<file path="src/rtl/fifo_rd_ctrl.sv">
// Read-side controller of an asynchronous FIFO.
// It synchronises the Gray write pointer into clk and derives empty and
// occupancy from it. It owns the read pointer (binary and Gray) and drives
// the memory read address. Data is presented through a first-word-fall-through
// output register with a valid/ready handshake.
module fifo_rd_ctrl #(
  parameter int DATA_W      = 8,
  parameter int ADDR_W      = 3,
  parameter int SYNC_STAGES = 2
) (
  input  logic              clk,
  input  logic              rst,
  input  logic [ADDR_W:0]   wr_ptr_g,
  output logic [ADDR_W:0]   rd_ptr_g,
  output logic [ADDR_W-1:0] mem_raddr,
  input  logic [DATA_W-1:0] mem_rdata,
  output logic [DATA_W-1:0] dout,
  output logic              dout_valid,
  input  logic              dout_ready,
  output logic              empty,
  output logic [ADDR_W:0]   rd_level,
  output logic              err
);

  localparam int PW = ADDR_W + 1;
  localparam logic [PW-1:0] DEPTH_P = PW'(2 ** ADDR_W);

  // The output register is either empty (IDLE) or holding a word (FULL).
  typedef enum logic {
    S_IDLE = 1'b0,
    S_FULL = 1'b1
  } state_t;

  logic [SYNC_STAGES-1:0][PW-1:0] sync_q;
  logic [PW-1:0]     wq_g;
  logic [PW-1:0]     wq_b;
  logic [PW-1:0]     rd_ptr_b_q, rd_ptr_b_d;
  logic [PW-1:0]     rd_ptr_g_q, rd_ptr_g_d;
  logic [PW-1:0]     next_bin;
  logic [DATA_W-1:0] dout_q, dout_d;
  state_t            state_q, state_d;
  logic              err_q, err_d;
  logic              empty_c;
  logic              overrun;
  logic              pop;
  logic [PW-1:0]     level_c;

  // Plain shift chain for the incoming Gray pointer; nothing between stages.
  always_ff @(posedge clk or posedge rst) begin
    if (rst) sync_q <= '0;
    else     sync_q <= {sync_q[SYNC_STAGES-2:0], wr_ptr_g};
  end

  assign wq_g = sync_q[SYNC_STAGES-1];

  // Gray-to-binary: each bit is the XOR of all Gray bits at or above it.
  always_comb begin
    wq_b         = '0;
    wq_b[ADDR_W] = wq_g[ADDR_W];
    for (int i = ADDR_W - 1; i >= 0; i--) begin
      wq_b[i] = wq_b[i+1] ^ wq_g[i];
    end
  end

  // Occupancy, empty/overrun detection and the pop decision.
  always_comb begin
    level_c = wq_b - rd_ptr_b_q;
    empty_c = (wq_b == rd_ptr_b_q);
    // A gap beyond DEPTH can only come from an overrun or a corrupted
    // pointer, so reading is frozen while it lasts.
    overrun = (level_c > DEPTH_P);
    pop     = !empty_c && !overrun && ((state_q == S_IDLE) || dout_ready);
  end

  // Next state for pointers, output register, handshake FSM and error flag.
  always_comb begin
    next_bin   = rd_ptr_b_q + PW'(1);
    rd_ptr_b_d = rd_ptr_b_q;
    rd_ptr_g_d = rd_ptr_g_q;
    dout_d     = dout_q;
    state_d    = state_q;
    err_d      = err_q | overrun;
    if (pop) begin
      rd_ptr_b_d = next_bin;
      // Gray is registered from the incremented binary so the value sent to
      // the write domain changes one bit per step and never glitches.
      rd_ptr_g_d = next_bin ^ (next_bin >> 1);
      dout_d     = mem_rdata;
      state_d    = S_FULL;
    end else if ((state_q == S_FULL) && dout_ready) begin
      state_d = S_IDLE;
    end
  end

  // State registers; reset discards any word held in the output register.
  always_ff @(posedge clk or posedge rst) begin
    if (rst) begin
      rd_ptr_b_q <= '0;
      rd_ptr_g_q <= '0;
      dout_q     <= '0;
      state_q    <= S_IDLE;
      err_q      <= 1'b0;
    end else begin
      rd_ptr_b_q <= rd_ptr_b_d;
      rd_ptr_g_q <= rd_ptr_g_d;
      dout_q     <= dout_d;
      state_q    <= state_d;
      err_q      <= err_d;
    end
  end

  assign rd_ptr_g   = rd_ptr_g_q;
  assign mem_raddr  = rd_ptr_b_q[ADDR_W-1:0];
  assign dout       = dout_q;
  assign dout_valid = (state_q == S_FULL);
  assign empty      = empty_c;
  assign rd_level   = level_c;
  assign err        = err_q;

endmodule
</file>
<file path="config.mk">
export PLATFORM = sky130hd
export DESIGN_NAME = fifo_rd_ctrl
export DESIGN_NICKNAME = d
export VERILOG_FILES = /design/src/rtl/fifo_rd_ctrl.sv
export SDC_FILE = /design/constraint.sdc
export NUM_CORES = 1
export LEC_CHECK = 0
export CAP_MARGIN = 0
export CORE_MARGIN = 1.5
export CORE_UTILIZATION = 48
export CTS_CLUSTER_DIAMETER = 150
export CTS_CLUSTER_SIZE = 14
export DETAILED_ROUTE_END_ITERATION = 10
export PLACE_DENSITY = 0.83
export SETUP_SLACK_MARGIN = 0.2
export SYNTH_ARGS = -nofsm -noshare
export SYNTH_HDL_FRONTEND = slang
export SYNTH_SLANG_ARGS = --single-unit
</file>
<file path="constraint.sdc">
create_clock -name clk -period 6.19 [get_ports clk]
set_clock_uncertainty 0.05 [all_clocks]
set_input_delay 0.619 -clock clk [delete_from_list [all_inputs] [get_ports clk]]
set_output_delay 0.619 -clock clk [all_outputs]
set_load 0.1 [all_outputs]
</file>
Word-level counts from Yosys, hierarchy flattened

Cells that the tools add are included.

Output and inout port bits: 22
Bits in registers: 26
Input port bits: 15
Logic and storage cells: 26

Muxes and demuxes: 2
Order comparisons: 1
Bitwise operators: 6
Eq/ne operators: 1
Reduce and logical (&&, ||, !) cells: 7
Add/subtract/negate cells: 2

Operator list:

| operator                                                       | count |
|---|---|
| 4-bit by 1-bit adder with 4-bit output (second input constant) | 1 |
| 4-bit equality test                                            | 1 |
| 4-bit > comparator (second input constant)                     | 1 |
| 4-bit subtractor                                               | 1 |
| 4-bit by 3-bit bitwise XOR with 4-bit output                   | 1 |
| 1-bit logical AND                                              | 3 |
| 1-bit bitwise XOR                                              | 3 |
| 1-bit logical NOT                                              | 2 |
| 1-bit two-way mux                                              | 2 |
| 2-bit nonzero test                                             | 1 |
| 1-bit logical OR                                               | 1 |
| 1-bit inverter                                                 | 1 |
| 1-bit OR                                                       | 1 |

Depth between registers and ports, before layout

Word-level depth: 9
Mapped depth: 12
Mapped depth without buffers: 11

Worst setup path after synthesis

OpenSTA, ideal clock, no wires.

Kind: register -> register
Start point: register rd_ptr_b_q[0]
End point: register dout_q[0] (netlist: dout[0])
Clock period less this slack: 4.367 ns
Path slack: 1.823 ns
Arrival time: 4.192 ns
Stages on the path, launching flop included: 10
Library setup time: 0.125 ns
Path buffers: 1
Data required time: 6.015 ns
Cells stage by stage: dfrtp_1 -> ha_1 -> inv_1 -> fa_1 -> xor2_1 -> or3_4 -> nand3b_4 -> nand3_4 -> buf_6 -> mux2_4

Word-level cells in the longest chain between the ends: 5
Elaborated cells between the ends (all ways): 7
Those cells by class: 1 x add/sub; 1 x order compare; 1 x eq/ne; 4 x reduce/logical

Ends and longest elaborated chain:

| item                           | RTL line | source |
|---|---|---|
| from (decl)                    | 37       | `logic [PW-1:0] rd_ptr_b_q, rd_ptr_b_d;` |
| from (signal assigned)         | 104      | `rd_ptr_b_q <= rd_ptr_b_d;` |
| 4-bit subtractor               | 67       | `level_c = wq_b - rd_ptr_b_q;` |
| net rd_level[2]                | 21       | `output logic [ADDR_W:0] rd_level,` |
| 4-bit > comparator             | 71       | `overrun = (level_c > DEPTH_P);` |
| 1-bit logical NOT              | 72       | `pop = !empty_c && !overrun && ((state_q == S_IDLE) \|\| dout_ready);` |
| 1-bit logical AND (2 in a row) | 72       |  |
| to (signal assigned)           | 106      | `dout_q <= dout_d;` |
| to (decl)                      | 40       | `logic [DATA_W-1:0] dout_q, dout_d;` |

The timed path passes the listed nets, and every way through them passes these cells.
A chain may end at the register's enable or synchronous reset.

Worst setup path in the final report

Start point: register sync_q, in the netlist wq_g[3]
End point: output rd_level[3]

Word-level cells in the longest chain between the ends: 4

Ends and longest elaborated chain:

| item                           | RTL line | source |
|---|---|---|
| from (decl)                    | 34       | `logic [SYNC_STAGES-1:0][PW-1:0] sync_q;` |
| from (signal assigned)         | 51       | `else sync_q <= {sync_q[SYNC_STAGES-2:0], wr_ptr_g};` |
| 1-bit bitwise XOR (3 in a row) | 61       | `wq_b[i] = wq_b[i+1] ^ wq_g[i];` |
| 4-bit subtractor (*)           | 67       |  |
| to (decl)                      | 21       |  |

Mark *: on every way between the ends. The rest lies on a longest branch, timed or not.

==> flow_metrics.tcl <==
set metrics [dict create \
    hp-class "reg -> reg" \
    grt_pass1_wl_um 3240 \
    setup_viol_count_final 0 \
    dr.pass1.iters 1 \
    max-slew-margin-rel_pct 34.1 \
    drv_slew 0 \
    cp_slowest_cell "clkdlybuf4s50_1" \
    use_met2_pct 28.5 \
    worstRegToRegCells 11 \
    cts_setup_buffers 0 \
    synth_async_sr_flop_share_pct 100 \
    finalCriticalPeriod_ns 4.14 \
    cpMostUsedCell "xor2_1" \
    use_met1_pct 20.0 \
    synth_commonest_cells "dfrtp_1, mux2_4, xnor2_1" \
    crit_required_ns 5.52 \
    syn_inst 80 \
    placementRows 17 \
    synth_area_leaders "dfrtp_1, mux2_4, xnor2_1, ha_1, xor2_1" \
    drt_iter0_markers 0 \
    crit_chain "xor2_1 > xor2_1 > ha_1 > nor2b_1 > o21a_1 > o21ai_1 > and2b_1 > clkdlybuf4s50_1" \
    drv_cap 0 \
    status "finished clean" \
    synth_most_common_cell "dfrtp_1" \
    ctsHoldBuffers 0 \
    synth_top_cell_area_share_pct 54.5 \
    cts_made_buffers 3 \
    ant_nets 0 \
    drc 0 \
    post_cts_resized 0 \
    syn_nets 100 \
    busiest_layer "met2" \
    critPathMaxFanout 3 \
    path_class "reg -> out" \
    dieArea_um2 2700 \
    synth_edf_count 0 \
    max_stage_delay_ns 1.12 \
    grt_max_degree 26 \
    antenna_cells 0 \
    cts_tree "yes" \
    mappedNetlistArea_um2 1150 \
    clockBufferDepth 2 \
    die_h_um 51.9 \
    max_slew.worst_pin.slew_ns 0.985 \
    wire_per_inst_um 12.3 \
    ys_types 22 \
    utilization_pct 69.8 \
    die_x_um 51.9 \
    ys_seq_area_share_pct 54.5 \
    synth-main-ff-cell "dfrtp_1" \
    global_route.usage.met3_pct 3.45 \
    syn_avg_cell_area_um2 14.4 \
    yosysTopAreaCell "dfrtp_1" \
    first_global_vias 774 \
    path_clk_slew_ns 0.12 \
    ys_warn_count 0 \
    htreeDepth 1 \
    dp_hpwl_um 1410 \
    cts_root_buf "clkbuf_4" \
    drt-total-wl_um 1800 \
    rsz0062_at_grt "false" \
    core_um2 2230 \
    clock.fmax_mhz 241 \
    num_vias 737 \
    hold_viol_final 0 \
    start_util_pct 51.4 \
    ys_ff_latch 25 \
    io_buffers 36 \
    syn2layout_area_growth_pct 35.7 \
    gp_congestion 0.742 \
    place_area_um2 1530 \
    antenna_found_initial 0 \
    whs_ns 0.314 \
    clkSinkCount 25 \
    nNetsFinal 140 \
    tns_ns 0 \
    globalRouteOverflowTotal 0 \
    track_usage_pct 16.7 \
    clk_latency_ns 0.30 \
    ioPinCount 37 \
    fin_crit_sh_pct 66.9 \
    worstSetupStartpointType "flip-flop" \
    via_per_inst 5.01 \
    end_kind "output pin" \
    fin_area_um2 1560 \
    min_path_cells 0 \
    cp.arrival_ns 3.47 \
    drive_above_1_share_pct 16.0 \
]
final timing paths:
check | start | end | slack (ns)
min in group asynchronous | rst | sync_q[3]$_DFF_PP0_ | 0.75
max reg2reg | wq_g[3]$_DFF_PP0_ | dout[3]$_DFFE_PP0P_ | 3.02
max | wq_g[3]$_DFF_PP0_ | rd_level[3] | 2.05
min reg2reg | sync_q[0]$_DFF_PP0_ | wq_g[0]$_DFF_PP0_ | 0.31
max in group asynchronous | rst | dout[7]$_DFFE_PP0P_ | 4.81
min | sync_q[0]$_DFF_PP0_ | wq_g[0]$_DFF_PP0_ | 0.31
state kept, by name (all words and copies together), names as in the netlist:
name and cells:
dout 8, rd_ptr_b_q 4, sync_q 4, wq_g 4
rd_ptr_g 3, dout_valid 1, err 1
layout make-up:
type / count / area (um2)
Clock buffer: 4 / 26.3
Multi-Input combinational cell: 48 / 489
Timing Repair Buffer: 36 / 360
Tap cell: 28 / 35.0
Sequential cell: 25 / 626
Fill cell: 172 / 674
Inverter: 6 / 22.5
cells in the final DEF, fill, tap and decap left out, drive strengths merged:
master / instances
xor2: 4
inv: 6
xnor2: 9
or2b: 1
nand4: 3
nand2: 4
or3: 1
nand2b: 1
nand3: 1
nor2b: 1
nor3: 1
ha: 4
mux2: 12
and2b: 1
nor2: 1
o21ai: 1
nand3b: 1
fa: 1
clkbuf: 4
dfrtp: 25
o21a: 1
clkdlybuf4s50: 36
through the flow:
stage	worst slack, ns	std cells
finish	2.05	147
global route	1.84	147
CTS	2.03	147
detailed placement	2.39	143
global placement	2.48	143
floorplan	1.82	80
per-layer routing:
metal | vias up | wire length, um
met1 | 365 | 742
met4 | 0 | 9
met3 | 2 | 82
met2 | 23 | 968
li1 | 347 | -
met5 | - | 0
kinds of logic after synthesis:
logic type      synth area share, %
compound gates                 1.09
fa+ha+maj                      6.10
mux                            14.7
xor+xnor                       9.91
buf+inv                        2.94
simple gates                   10.8
flops                          54.5
worst max-delay path, delay by kind of cell, from the launching register on:
kind	cells	cell delay [ns]
DFF	1	0.42
AOI/OAI and AO/OA	2	0.42
xor gates and xnor gates	2	0.60
adders and majority gates	1	0.31
buffers and inverters	1	1.12
and+or+nand+nor	2	0.29
Power is left out: the tool's default activity adds up to more than one toggle a clock period on the data nets, which glitch-free logic cannot reach.
